`config.mk`:
```
export PLATFORM = sky130hd
export DESIGN_NAME = setpoint_edit_controller
export DESIGN_NICKNAME = d
export VERILOG_FILES = /design/src/rtl/setpoint_edit_controller.sv
export SDC_FILE = /design/constraint.sdc
export NUM_CORES = 1
export LEC_CHECK = 0
export CORE_ASPECT_RATIO = 1.5
export CORE_MARGIN = 10
export CORE_UTILIZATION = 40
export CTS_CLUSTER_SIZE = 14
export DETAILED_ROUTE_END_ITERATION = 10
export GPL_TIMING_DRIVEN = 1
export SETUP_SLACK_MARGIN = 0.15
export SLEW_MARGIN = 25
export SYNTH_ARGS = -nofsm -noshare
export SYNTH_HDL_FRONTEND = slang
export SYNTH_SLANG_ARGS = --single-unit
```
`constraint.sdc`:
```
create_clock -name CLOCK_50 -period 2.1 [get_ports CLOCK_50]
set_input_delay 0.42 -clock CLOCK_50 [delete_from_list [all_inputs] [get_ports CLOCK_50]]
set_output_delay 0.42 -clock CLOCK_50 [all_outputs]
set_load 0.005 [all_outputs]
```
`src/rtl/setpoint_edit_controller.sv`:
```
// Thermostat setpoint editor: MODE/UP/DOWN edit BCD temperature/humidity; idle frames cancel.
// Latency: state/EDIT_SEL/EDIT_BLINK 1 cycle; SET_* refresh on the frame strobe only; no backpressure.
module setpoint_edit_controller #(
  parameter logic [11:0] TEMP_DEFAULT   = 12'h072,
  parameter logic [11:0] TEMP_MIN       = 12'h040,
  parameter logic [11:0] TEMP_MAX       = 12'h100,
  parameter logic [7:0]  HUM_DEFAULT    = 8'h50,
  parameter logic [7:0]  HUM_MIN        = 8'h20,
  parameter logic [7:0]  HUM_MAX        = 8'h90,
  parameter int          TIMEOUT_FRAMES = 600,
  parameter int          BLINK_FRAMES   = 30
) (
  input  logic        CLOCK_50,
  input  logic        RESET_N,
  input  logic        BTN_MODE,
  input  logic        BTN_UP,
  input  logic        BTN_DOWN,
  input  logic        VGA_VS,
  output logic [11:0] SET_TEMP_F,
  output logic [7:0]  SET_HUM,
  output logic [1:0]  EDIT_SEL,
  output logic        EDIT_BLINK
);

  localparam int TW = $clog2(TIMEOUT_FRAMES + 1);
  localparam int BW = $clog2(BLINK_FRAMES + 1);
  localparam logic [TW-1:0] TO_LIM  = TW'(TIMEOUT_FRAMES);
  localparam logic [BW-1:0] BL_LAST = BW'(BLINK_FRAMES - 1);

  typedef enum logic [1:0] {
    IDLE      = 2'b00,
    EDIT_TEMP = 2'b01,
    EDIT_HUM  = 2'b10
  } state_t;

  state_t        state, state_nxt;
  logic          vs_prev, frame_stb;
  logic [11:0]   wrk_temp, wrk_temp_nxt, com_temp, com_temp_nxt;
  logic [7:0]    wrk_hum, wrk_hum_nxt, com_hum, com_hum_nxt;
  logic [TW-1:0] idle_cnt, idle_cnt_nxt;
  logic [BW-1:0] blink_cnt, blink_cnt_nxt;
  logic          blink_nxt;

  logic          btn_any, step, timeout;
  logic          tc1, tc2, hc1;
  logic [11:0]   temp_step;
  logic [7:0]    hum_step;
  logic          temp_at_lim, hum_at_lim;

  // One BCD digit moved by one when its carry/borrow-in is set.
  function automatic logic [3:0] dig_step(input logic [3:0] d, input logic cin, input logic up);
    if (!cin) return d;
    if (up) return (d == 4'd9) ? 4'd0 : d + 4'd1;
    return (d == 4'd0) ? 4'd9 : d - 4'd1;
  endfunction

  function automatic logic dig_wrap(input logic [3:0] d, input logic up);
    return up ? (d == 4'd9) : (d == 4'd0);
  endfunction

  always_comb begin
    state_nxt     = state;
    wrk_temp_nxt  = wrk_temp;
    wrk_hum_nxt   = wrk_hum;
    com_temp_nxt  = com_temp;
    com_hum_nxt   = com_hum;
    idle_cnt_nxt  = idle_cnt;
    blink_cnt_nxt = blink_cnt;
    blink_nxt     = EDIT_BLINK;

    btn_any = BTN_MODE | BTN_UP | BTN_DOWN;
    step    = BTN_UP ^ BTN_DOWN;
    // Any button pulse beats an expiring idle count.
    timeout = (state != IDLE) && (idle_cnt >= TO_LIM) && !btn_any;

    tc1       = dig_wrap(wrk_temp[3:0], BTN_UP);
    tc2       = tc1 & dig_wrap(wrk_temp[7:4], BTN_UP);
    temp_step = {dig_step(wrk_temp[11:8], tc2, BTN_UP),
                 dig_step(wrk_temp[7:4], tc1, BTN_UP),
                 dig_step(wrk_temp[3:0], 1'b1, BTN_UP)};
    hc1       = dig_wrap(wrk_hum[3:0], BTN_UP);
    hum_step  = {dig_step(wrk_hum[7:4], hc1, BTN_UP),
                 dig_step(wrk_hum[3:0], 1'b1, BTN_UP)};

    // BCD order matches binary order, so plain compares give the limits.
    temp_at_lim = BTN_UP ? (wrk_temp >= TEMP_MAX) : (wrk_temp <= TEMP_MIN);
    hum_at_lim  = BTN_UP ? (wrk_hum >= HUM_MAX) : (wrk_hum <= HUM_MIN);

    case (state)
      IDLE: begin
        if (BTN_MODE) begin
          state_nxt    = EDIT_TEMP;
          wrk_temp_nxt = com_temp;
          wrk_hum_nxt  = com_hum;
        end
      end
      EDIT_TEMP: begin
        if (BTN_MODE) begin
          state_nxt = EDIT_HUM;
        end else if (timeout) begin
          state_nxt    = IDLE;
          wrk_temp_nxt = com_temp;
          wrk_hum_nxt  = com_hum;
        end else if (step && !temp_at_lim) begin
          wrk_temp_nxt = temp_step;
        end
      end
      EDIT_HUM: begin
        if (BTN_MODE) begin
          state_nxt    = IDLE;
          com_temp_nxt = wrk_temp;
          com_hum_nxt  = wrk_hum;
        end else if (timeout) begin
          state_nxt    = IDLE;
          wrk_temp_nxt = com_temp;
          wrk_hum_nxt  = com_hum;
        end else if (step && !hum_at_lim) begin
          wrk_hum_nxt = hum_step;
        end
      end
      default: state_nxt = IDLE;
    endcase

    if (state == IDLE || btn_any || timeout) begin
      idle_cnt_nxt = '0;
    end else if (frame_stb) begin
      idle_cnt_nxt = idle_cnt + TW'(1);
    end

    if (state_nxt == IDLE) begin
      blink_cnt_nxt = '0;
      blink_nxt     = 1'b0;
    end else if (state_nxt != state) begin
      blink_cnt_nxt = '0;
      blink_nxt     = 1'b1;
    end else if (frame_stb) begin
      if (blink_cnt == BL_LAST) begin
        blink_cnt_nxt = '0;
        blink_nxt     = ~EDIT_BLINK;
      end else begin
        blink_cnt_nxt = blink_cnt + BW'(1);
      end
    end
  end

  always_ff @(posedge CLOCK_50 or negedge RESET_N) begin
    if (!RESET_N) begin
      state      <= IDLE;
      vs_prev    <= 1'b1;
      frame_stb  <= 1'b0;
      wrk_temp   <= TEMP_DEFAULT;
      wrk_hum    <= HUM_DEFAULT;
      com_temp   <= TEMP_DEFAULT;
      com_hum    <= HUM_DEFAULT;
      idle_cnt   <= '0;
      blink_cnt  <= '0;
      SET_TEMP_F <= TEMP_DEFAULT;
      SET_HUM    <= HUM_DEFAULT;
      EDIT_SEL   <= 2'b00;
      EDIT_BLINK <= 1'b0;
    end else begin
      state      <= state_nxt;
      vs_prev    <= VGA_VS;
      frame_stb  <= vs_prev & ~VGA_VS;
      wrk_temp   <= wrk_temp_nxt;
      wrk_hum    <= wrk_hum_nxt;
      com_temp   <= com_temp_nxt;
      com_hum    <= com_hum_nxt;
      idle_cnt   <= idle_cnt_nxt;
      blink_cnt  <= blink_cnt_nxt;
      EDIT_SEL   <= state_nxt;
      EDIT_BLINK <= blink_nxt;
      if (frame_stb) begin
        SET_TEMP_F <= wrk_temp;
        SET_HUM    <= wrk_hum;
      end
    end
  end

endmodule

```
Word level (Yosys, flattened, before mapping) --
Cells that the tools add are included.
Storage, ports and cells: input port bits 6, bits in read-only memories 0, bits in latches 0, memories 0, memory bits (writable) 0, logic and storage cells 141, register bits after elaboration 80, output and inout bits 23
Cells by class: multipliers 0, shift-type cells 0, order comparisons 5, equal/unequal tests 16, add/sub/neg operators 12, bitwise operators 7, divide/modulo/power cells 0, mux-type cells 64, reductions and logical operators 25
Operator list (number):
- $mux W4 | 26
- $mux W12 | 6
- $mux W8 | 6
- $pmux W12 S3 | 1
- $pmux W8 S3 | 1
- $add A4 B1 Y4 const B | 5
- $eq A4 B4 Y1 const B | 5
- $logic_not A4 Y1 | 5
- $mux W10 | 2
- $mux W5 | 4
- $sub A4 B1 Y4 const B | 5
- $mux W1 | 13
- $ge A12 B9 Y1 const B | 1
- $le A12 B7 Y1 const B | 1
- $reduce_and A6 Y1 | 2
- $add A10 B1 Y10 const B | 1
- $ge A10 B10 Y1 const B | 1
- $ne A2 B2 Y1 const B | 5
- $reduce_bool A3 Y1 | 3
- $ge A8 B8 Y1 const B | 1
- $le A8 B6 Y1 const B | 1
- $mux W2 | 4
- $ne A3 B3 Y1 const B | 2
- $pmux W2 S3 | 1
- 15 further kinds | 27

Longest topological paths before layout --
Gate-level depths: netlist of run 1.
depth in word-level cells 11, mapped depth 8, gate-level depth less buffers 7

Worst setup path after synthesis of run 1 --
No wires, ideal clock.
kind register to register, from register wrk_temp[4], to register wrk_temp[11], required time 1975 ps, arrival 1812 ps, period minus slack after synthesis 1937 ps, path slack 163 ps, stages on the path, launching flop included 7, library setup time 125 ps, buffers on the path 1, cells stage by stage dfstp_2 clkbuf_1 nor3_1 a311oi_2 o211ai_2 a21oi_4 mux2_4
On the way: cells in the longest elaborated chain, start to end 8
Ends and longest elaborated chain:
- start, declared | RTL line 38 | logic [11:0] wrk_temp, wrk_temp_nxt, com_temp, com_temp_nxt;
- start signal, assigned | RTL line 165 | wrk_temp <= wrk_temp_nxt;
- parallel branches: the longest is 8 deep, another holds $le A12 B7 Y1
Several ways; the timed one is not identified. The select of a mux whose other input is x is not followed. A chain may end at the register's enable or synchronous reset.

Worst setup path in the final report of run 1 --
from register wrk_temp[0], to register wrk_temp[9]
Same word-level chain as after synthesis.

==> flow_summary.yaml, run 1 <==
sta:
  setup_slack_ps: 228
  tightestPinTransition_ps: 588
  grt_setup_unrepaired: "yes"
  final-hold-violation-count: 0
  setup_viol: 0
  maxSlewViolCount: 0
  slew_headroom_pct: 60.5
  finalCritPeriodShare_pct: 89.1
  holdWs_ps: 478
  final.min_clock_period_ps: 1870
  finalClockSkew_ps: 6.36
  clock.fmax_mhz: 534
logic_synthesis:
  ys_seq_area_share_pct: 42.8
  synth.cell_area_sq_mm: 0.00474
  yosys.cell_types.count: 67
  ys_warn_count: 0
  yosys.area.top_type: "dfrtp_1"
  syn_area_per_cell_sq_um: 10.3
  netlist_instances: 458
  synth_edf_count: 0
  yosysMostFrequentCell: "dfrtp_1"
  synthTopCellsByCount: "dfrtp_1 (61), mux2_2 (52), nor2_1 (29)"
  syn_nets: 468
  synth-main-ff-cell: "dfrtp_1"
  ys_ff_latch: 80
  synth_top_area_share_pct: 32.2
  synth_area_leaders: "dfrtp_1 (32%), mux2_2 (12%), dfstp_2 (11%), mux2i_1 (3.2%), xnor2_1 (2.4%)"
  async_reset_ff_share_pct: 100
global_route:
  antenna_found_initial: 0
  gr-usage-all-layers_pct: 13.3
  grt.overflow.total: 0
  grt_pass1_vias: 3691
  grt_pass1_wl_microns: 18000
  grt_max_degree: 37
die:
  die_y_microns: 153
  core_sq_mm: 0.0115
  num_rows: 48
  num_io_pins: 29
  die_w_microns: 109
  die_area_sq_mm: 0.0167
  initial_core_util_pct: 41.1
cells_and_area:
  fin_nets: 536
  final_area_sq_mm: 0.00596
  area_growth_syn_to_layout_pct: 25.8
  drive_gt1_share_pct: 36.0
  antenna_cells: 0
  fillers: 1042
  layout.cells.non_filler: 681
place:
  portBuffers: 28
  dpl_cell_area_sq_mm: 0.00542
  place_ws_ps: -355
  dp_cells: 651
  dp_hpwl_microns: 7610
  place_congestion: 0.814
clock_network:
  path_clk_slew_ps: 60
  clock_latency_ps: 340
  clk_path_buf_depth: 2
  cts_sinks: 80
  cts_tree: "yes"
  cts_max_level: 3
  numCtsBuffers: 9
  cts_root_buf: "clkbuf_16"
drt:
  drt_first_pass_iters: 4
  drcViolationCount: 0
  routed_wl_microns: 10800
  initialDrtViolationCount: 105
  wl_per_cell_microns: 15.9
  postRouteAntennaNets: 0
  viasPerCell: 5.45
  dr_total_vias: 3714
power_and_ir_drop:
  p_total_mw: 8.58
  power_density_mw_per_mm2: 1440
  peakVddDrop_mv: 0.739
  power.leakage_nw: 2.50
critical_path:
  required_ps: 2320
  worstSetupStartpointType: "flop"
  cp.arrival_ps: 2100
  critical_path_class: "flop to flop"
  crit_fanout: 4
  cp-end-kind: "flop"
run_status:
  status: "complete, no violations"
job:
  cap_violations: 0
hold_path:
  hp-class: "flop to flop"
-- sequential cells by signal (all words and copies together), names as in the netlist --
register / cells
vs_prev: 1
wrk_temp: 12
state: 2
blink_cnt: 5
SET_HUM: 8
SET_TEMP_F: 12
com_hum: 8
com_temp: 12
idle_cnt: 10
wrk_hum: 8
frame_stb: 1
EDIT_BLINK: 1
-- critical path, cell delays in order, from the launching register on --
cell      delay [ps]
dfrtp_1          370
or3_1            380
a211oi_2         300
o211ai_2         190
a21oi_4          210
mux2_4           310
-- cells by family after synthesis --
logic type | share of synthesized area, %
and+or+nand+nor | 15.2
DFF | 42.8
adders and majority gates | 1.06
buffers and inverters | 5.13
AOI/OAI and AO/OA | 16.2
muxes | 16.2
xor gates and xnor gates | 3.51
-- path summary, 6_finish.rpt --
path / start / endpoint / slack (ps) / depth (start not counted)
worst min register to register: com_temp[10]$_DFFE_PN0P_ / com_temp[10]$_DFFE_PN0P_ / 480 / 2
worst min-delay path: com_temp[10]$_DFFE_PN0P_ / com_temp[10]$_DFFE_PN0P_ / 480 / 2
worst max-delay path: wrk_temp[0]$_DFFE_PN0P_ / wrk_temp[9]$_DFFE_PN0P_ / 230 / 5
max in group asynchronous: RESET_N / com_temp[1]$_DFFE_PN1P_ / 890 / 3
worst max register to register: wrk_temp[0]$_DFFE_PN0P_ / wrk_temp[9]$_DFFE_PN0P_ / 230 / 5
min in group asynchronous: RESET_N / com_temp[10]$_DFFE_PN0P_ / 540 / 2
-- metal layers --
metal  routed length [microns]  track usage, %
met1                      4760            16.0
met3                       398            2.86
met5                         0               0
met4                       242            6.18
met2                      5440            21.8
-- per-stage QoR --
step,setup TNS [ps],utilization [%]
after floorplan,0,-
after detailed placement,-4820,47.0
final,0,51.7
after CTS,0,50.9
after global routing,0,51.7
after global placement,-4400,47.0
-- placed cells by master (no fill, tap or decap), types with 17 or more instances in the layout --
| cell type | synthesis | final |
|---|---|---|
| nor2_1 | 29 | 29 |
| nand3_1 | 17 | 17 |
| dfrtp_1 | 61 | 55 |
| buf_4 | 2 | 64 |
| mux2_2 | 52 | 47 |
| clkdlybuf4s50_1 | 0 | 24 |
| dfstp_2 | 19 | 19 |
| nand2_1 | 26 | 25 |
-- power by group --
part           total [mW]  internal [mW]  switching [mW]
clock                1.69           1.07           0.622
combinational        4.26           2.36            1.90
sequential           2.64           2.19           0.452
-- repair_timing --
| item | 4_1_cts | 5_1_grt |
|---|---|---|
| hold endpoints to repair | 6 | 0 |
| gates resized for setup | 12 | 16 |
| hold buffers | 1 | 0 |
| setup buffers | 8 | 5 |
| pin swaps | 6 | 9 |
| endpoints found under the setup margin | 14 | 21 |
-- area by class of cell --
cell class | count | area (sq um) | area share [%]
inverters | 11 | 41.3 | 0.693
multi-input cells | 329 | 2570 | 43.1
clock buffers | 10 | 239 | 4.01
flip-flops and latches | 80 | 2030 | 34.1
clock inverters | 6 | 82.6 | 1.39
repair buffers | 95 | 808 | 13.6
well taps | 150 | 188 | 3.15
No activity file was read; power rests on OpenSTA's default activity.
==> run 2, diff against run 1 <==
==> constraint.sdc (replaced) <==
create_clock -name CLOCK_50 -period 2.3 [get_ports CLOCK_50]
set_input_delay 0.46 -clock CLOCK_50 [delete_from_list [all_inputs] [get_ports CLOCK_50]]
set_output_delay 0.46 -clock CLOCK_50 [all_outputs]
set_load 0.005 [all_outputs]
==> run 2 against run 1 <==
Effect of this change: routed wire length decreased by 3.9%; flip-flop and latch count unchanged; critical path depth up 2; combinational power down 19%; global-route usage down 0.26 points; hold slack got worse by 390 ps; final cell count down 3.7%; register-to-register slack gained 20 ps; first-iteration DRC count up 30%; total power is 15% lower; die area did not move; clock power decreased by 18%.
==> flow_summary.yaml, run 2 (same netlist as run 1, synthesis figures left out) <==
critical_path:
  crit_path_max_incr_delay_ps: 480
  path_cells: "clkdlybuf4s50_1 -> buf_6 -> xor2_2 -> o2bb2ai_2 -> o211ai_1 -> a21oi_2 -> mux2_2"
  cp-end-kind: "flop"
  critical_path_class: "input port to flop"
  crit_fanout: 9
  path_buf_inv: 2
  required_ps: 2520
  r2r_slack_ps: 250
  crit_slowest_cell: "clkdlybuf4s50_1"
  cp.arrival_ps: 2290
  cp_top_family: "compound AO/OA/AOI/OAI gates"
  worstSetupStartpointType: "input port"
global_route:
  grt.overflow.total: 0
  grt_max_degree: 44
  grt_pass1_vias: 3562
  gr-usage-all-layers_pct: 13.0
  antenna_found_initial: 0
  grt_pass1_wl_microns: 17600
drt:
  postRouteAntennaNets: 0
  routed_wl_microns: 10400
  drcViolationCount: 0
  wl_per_cell_microns: 15.9
  viasPerCell: 5.50
  initialDrtViolationCount: 136
  dr_total_vias: 3605
  drt_first_pass_iters: 4
power_and_ir_drop:
  peakVddDrop_mv: 0.627
  power_density_mw_per_mm2: 1290
  p_total_mw: 7.32
  power.leakage_nw: 2.34
cells_and_area:
  area_growth_syn_to_layout_pct: 19.5
  mostFrequentLayoutCell: "dfrtp_1"
  antenna_cells: 0
  final_area_sq_mm: 0.00566
  top_regs: "SET_TEMP_F: 12 flops, com_temp: 12 flops, wrk_temp: 12 flops"
  most-common-layout-cells: "dfrtp_1 (61), mux2_2 (52), buf_4 (40)"
  multi_input_area_sq_mm: 0.00250
  fillers: 1057
  drive_gt1_share_pct: 30.2
  regArea_sq_mm: 0.00203
  fin_nets: 511
place:
  place_ws_ps: -224
  dpl_cell_area_sq_mm: 0.00531
  place_congestion: 0.817
  dp_hpwl_microns: 7290
  portBuffers: 28
sta:
  finalClockSkew_ps: 5.34
  finalCritPeriodShare_pct: 89.8
  final-hold-violation-count: 0
  clock.fmax_mhz: 484
  final.min_clock_period_ps: 2070
  maxSlewViolCount: 0
  setup_slack_ps: 234
  tightestPinTransition_ps: 601
  grt_setup_unrepaired: "no"
  slew_headroom_pct: 59.5
  setup_viol: 0
run_status:
  status: "complete, no violations"
clock_network:
  clock_latency_ps: 340
  cts_root_buf: "clkbuf_16"
  path_clk_slew_ps: 60
  numCtsBuffers: 9
  cts_max_level: 3
  clk_path_buf_depth: 2
  cts_sinks: 80
  cts_tree: "yes"
  cts_hold_buf: 0
die:
  die_area_sq_mm: 0.0167
  die_y_microns: 153
  die_w_microns: 109
  core_sq_mm: 0.0115
  num_rows: 48
  initial_core_util_pct: 41.1
  num_io_pins: 29
hold_path:
  hp-class: "input port to async pin"
job:
  cap_violations: 0
==> run 2: changes by cell type in the layout (fill, tap and decap cells not counted), moves of 2 or more <==
cell and change:
buf_4 -24, dfrtp_1 +6, dfrtp_2 -6, mux2_2 +5, mux2_4 -5, bufinv_16 -2
clkbuf_1 +2, clkbuf_8 +2, clkdlybuf4s50_1 +2, clkinv_2 -2
==> run 2: per-stage QoR <==
stage               hold slack (ps)  setup TNS [ps]  utilization [%]  std cells
finish                         88.0               0             49.1        656
detailed placement              470           -1790             46.1        637
global placement                465           -1210             46.1        637
floorplan                       164               0                -        458
CTS                             116               0             48.6        653
global route                    124               0             49.1        656
==> run 2: worst reg2reg max path, cell delays in order (launching register included) <==
cell and delay [ps]:
dfrtp_1 480, or3_1 390, a211oi_2 320, o211ai_2 180, a21oi_4 240, mux2_4 320
==> run 2: area by class of cell <==
cell class	instances	area share [%]
Multi-Input combinational cell	329	44.2
Sequential cell	80	35.8
Timing Repair Buffer	70	10.9
Clock buffer	14	4.84
Tap cell	150	3.32
Inverter	11	0.729
Clock inverter	2	0.221
==> run 2: timing repair <==
action / in CTS / in global routing
buffers inserted: 0 / 3
gates resized for setup: 1 / 6
pin swaps: 0 / 2
setup endpoints to repair: 3 / 11
==> run 2: layer usage <==
| metal | up-vias | part of all wire [%] | track usage [%] |
|---|---|---|---|
| met3 | 13 | 4.0 | 3.75 |
| li1 | 1762 | - | - |
| met2 | 53 | 50 | 21.1 |
| met4 | 0 | 1.5 | 4.60 |
| met5 | - | 0 | 0 |
| met1 | 1777 | 44 | 15.9 |
==> run 2: path summary, 6_finish.rpt <==
kind                                                   to  cells past startpoint               startpoint
min in group CLOCK_50             com_temp[7]$_DFFE_PN0P_                      2  com_temp[7]$_DFFE_PN0P_
worst max register to register    wrk_temp[9]$_DFFE_PN0P_                      5  wrk_temp[3]$_DFFE_PN0P_
worst min register to register    com_temp[7]$_DFFE_PN0P_                      2  com_temp[7]$_DFFE_PN0P_
worst min-delay path            SET_TEMP_F[8]$_DFFE_PN0P_                      1                  RESET_N
worst max-delay path               wrk_hum[5]$_DFFE_PN0P_                      7                 BTN_MODE
max in group asynchronous          com_hum[6]$_DFFE_PN1P_                      2                  RESET_N
==> run 2: power breakdown <==
group	total [mW]	switching, mW	internal (mW)
clock network	1.38	0.560	0.819
registers	2.47	0.483	1.99
logic	3.47	1.56	1.91
total	7.32	2.61	4.71
==> patch: new RTL, flow settings as in run 1 <==
The parameter `TIMEOUT_FRAMES` goes from 600 to 1200.
--- a/src/rtl/setpoint_edit_controller.sv
+++ b/src/rtl/setpoint_edit_controller.sv
@@ -9,3 +9,3 @@
   parameter logic [7:0]  HUM_MAX        = 8'h90,
-  parameter int          TIMEOUT_FRAMES = 600,
+  parameter int          TIMEOUT_FRAMES = 1200,
   parameter int          BLINK_FRAMES   = 30
Behaviour: no difference found for any inputs over 4 cycles, from zero or initial values and one cycle with RESET_N low; that may be too few to reach the edited logic, so the function may still have changed.
==> patch against run 1 <==
Wire length decreased by 0.98%; power decreased by 10%; worst setup slack got worse by 0.043 ns; clock skew about the same; die area decreased by 3.2%; synthesized area decreased by 3.8%; final area decreased by 5.1%; sequential cell count increased by 1; largest cell class unchanged; highest routed layer unchanged.
==> patch: results (changes against run 1) <==
{| class="wikitable"
! Metric !! Value
|-
| HPWL after detailed placement || 7.80 mm (+2.5%)
|-
| Pre-antenna DRT Iters || 4 (unchanged)
|-
| Slowest cell on the critical path || sky130_fd_sc_hd__dfrtp_1
|-
| Setup WS pre-CTS || -0.474 ns (-0.118 ns)
|-
| Multi-input gate area in the final layout || 2340 um2 (-8.6%)
|-
| Total wirelength of the detailed-routed design || 10.7 mm (-0.98%)
|-
| Crit path arrival time || 2.14 ns (+0.04 ns)
|-
| Clock network share of area || 0.0458 (-0.00818)
|-
| Post-synthesis net count || 472 (+0.85%)
|-
| Number of standard cells after synthesis || 462 (+0.87%)
|-
| Via density || 5.45 (about the same)
|-
| Non-clock buffer contribution to total cell area || 0.137 (+0.00104)
|-
| Count of distinct cell types in the synthesized netlist || 61 (-9.0%)
|-
| Worst-path fanout max || 7 (+3)
|-
| Result of the run || finished, final reports clean
|-
| Global-route wire length before repair || 18.0 mm (+0.27%)
|-
| Share of layout cells above drive strength 1 || 0.287 (-0.0729)
|-
| Die area || 16200 um2 (-3.2%)
|-
| Post-layout net count || 535 (-0.19%)
|-
| Placed standard-cell area || 5250 um2 (-3.1%)
|-
| Sequential cell area in the final layout || 2050 um2 (+0.86%)
|-
| Total met3 wirelength after detailed routing || 325 um (-18%)
|-
| Post-CTS resize count || 14 (+2)
|-
| Met1 track demand over resource in global routing || 0.155 (-0.00483)
|-
| RePlAce Congestion || 0.869 (+6.8%)
|-
| Non-CTS buffers || 92 (-3.2%)
|-
| Leakage Power || 2.37 nW (-5.3%)
|-
| Class of the tightest hold or removal check || input port to async pin
|-
| Via count of the first global-routing pass || 3697 (+0.16%)
|-
| Inverter count of the layout excluding clock inverters || 12 (+1)
|-
| Top post-synthesis cells by area || sky130_fd_sc_hd__dfrtp_1, sky130_fd_sc_hd__dfstp_2, sky130_fd_sc_hd__mux2_2, sky130_fd_sc_hd__nor2_1, sky130_fd_sc_hd__nand2_1
|-
| Worst-case clock skew || 0.00654 ns (+0.000182 ns)
|-
| Filler cells || 1017 (-2.4%)
|-
| GR Util met2 || 0.240 (+0.0219)
|-
| GRT Resource Usage Total || 0.138 (+0.00500)
|-
| Post-placement cell count || 650 (-0.15%)
|-
| #FFs+latches synth || 81 (+1.3%)
|-
| Fraction of area in multi-input gates || 0.415 (-0.0162)
|-
| Clk_buf instances || 13 (+3)
|-
| Met3 track demand over resource || 0.0338 (+0.00518)
|-
| Part of the Yosys area used for sequential elements || 0.450 (+0.0222)
|-
| Worst voltage drop across the vdd grid || 0.551 mV (-25%)
|-
| Highest routed metal layer || met4
|-
| Commonest cells in the synthesized netlist || sky130_fd_sc_hd__dfrtp_1, sky130_fd_sc_hd__mux2_2, sky130_fd_sc_hd__nor2_1, sky130_fd_sc_hd__nand2_1, sky130_fd_sc_hd__clkbuf_1
|-
| Setup fix buffers added after clock tree synthesis || 4 (-4)
|-
| Number of non-filler instances in the completed layout || 677 (-0.59%)
|}
patch: changes by cell type after synthesis, moves of 6 or more:
cell                       delta
sky130_fd_sc_hd__mux2i_1      -6
sky130_fd_sc_hd__a31oi_1      +8
sky130_fd_sc_hd__a221o_1      +6
sky130_fd_sc_hd__mux2_2      -16
sky130_fd_sc_hd__nand3_1      -7
sky130_fd_sc_hd__clkbuf_1     +7
sky130_fd_sc_hd__a21oi_1      +8
sky130_fd_sc_hd__or3_1        -6
sky130_fd_sc_hd__o22a_1       +8
patch: final timing paths:
kind,cells after the start,end,slack (ns),from
setup reg to reg,6,wrk_temp[7]$_DFFE_PN0P_,0.19,idle_cnt[7]$_DFFE_PN0P_
hold / removal,2,blink_cnt[0]$_DFFE_PN0P_,0.48,RESET_N
setup / recovery,6,wrk_temp[7]$_DFFE_PN0P_,0.19,idle_cnt[7]$_DFFE_PN0P_
min in group CLOCK_50,2,com_temp[6]$_DFFE_PN1P_,0.48,com_temp[6]$_DFFE_PN1P_
hold reg to reg,2,com_temp[6]$_DFFE_PN1P_,0.48,com_temp[6]$_DFFE_PN1P_
max in group asynchronous,3,wrk_temp[5]$_DFFE_PN1P_,1.02,RESET_N
patch: logic make-up (layout without fill, tap and decap cells):
family	Yosys count	count (layout)	share of synthesized area
multiplexers	45	45	0.109
XOR/XNOR	16	16	0.0307
buffers and inverters	52	120	0.0497
adder cells (fa/ha/maj)	4	4	0.0110
AO/OA/AOI/OAI	114	114	0.181
AND/OR/NAND/NOR	150	150	0.169
flip-flops	81	81	0.450
patch: power by group:
group | total [mW] | switching, mW | leakage, nW | internal, mW
Combinational | 3.57 | 1.66 | 1.23 | 1.91
Clock | 1.41 | 0.609 | 0.128 | 0.800
Sequential | 2.70 | 0.502 | 1.01 | 2.20
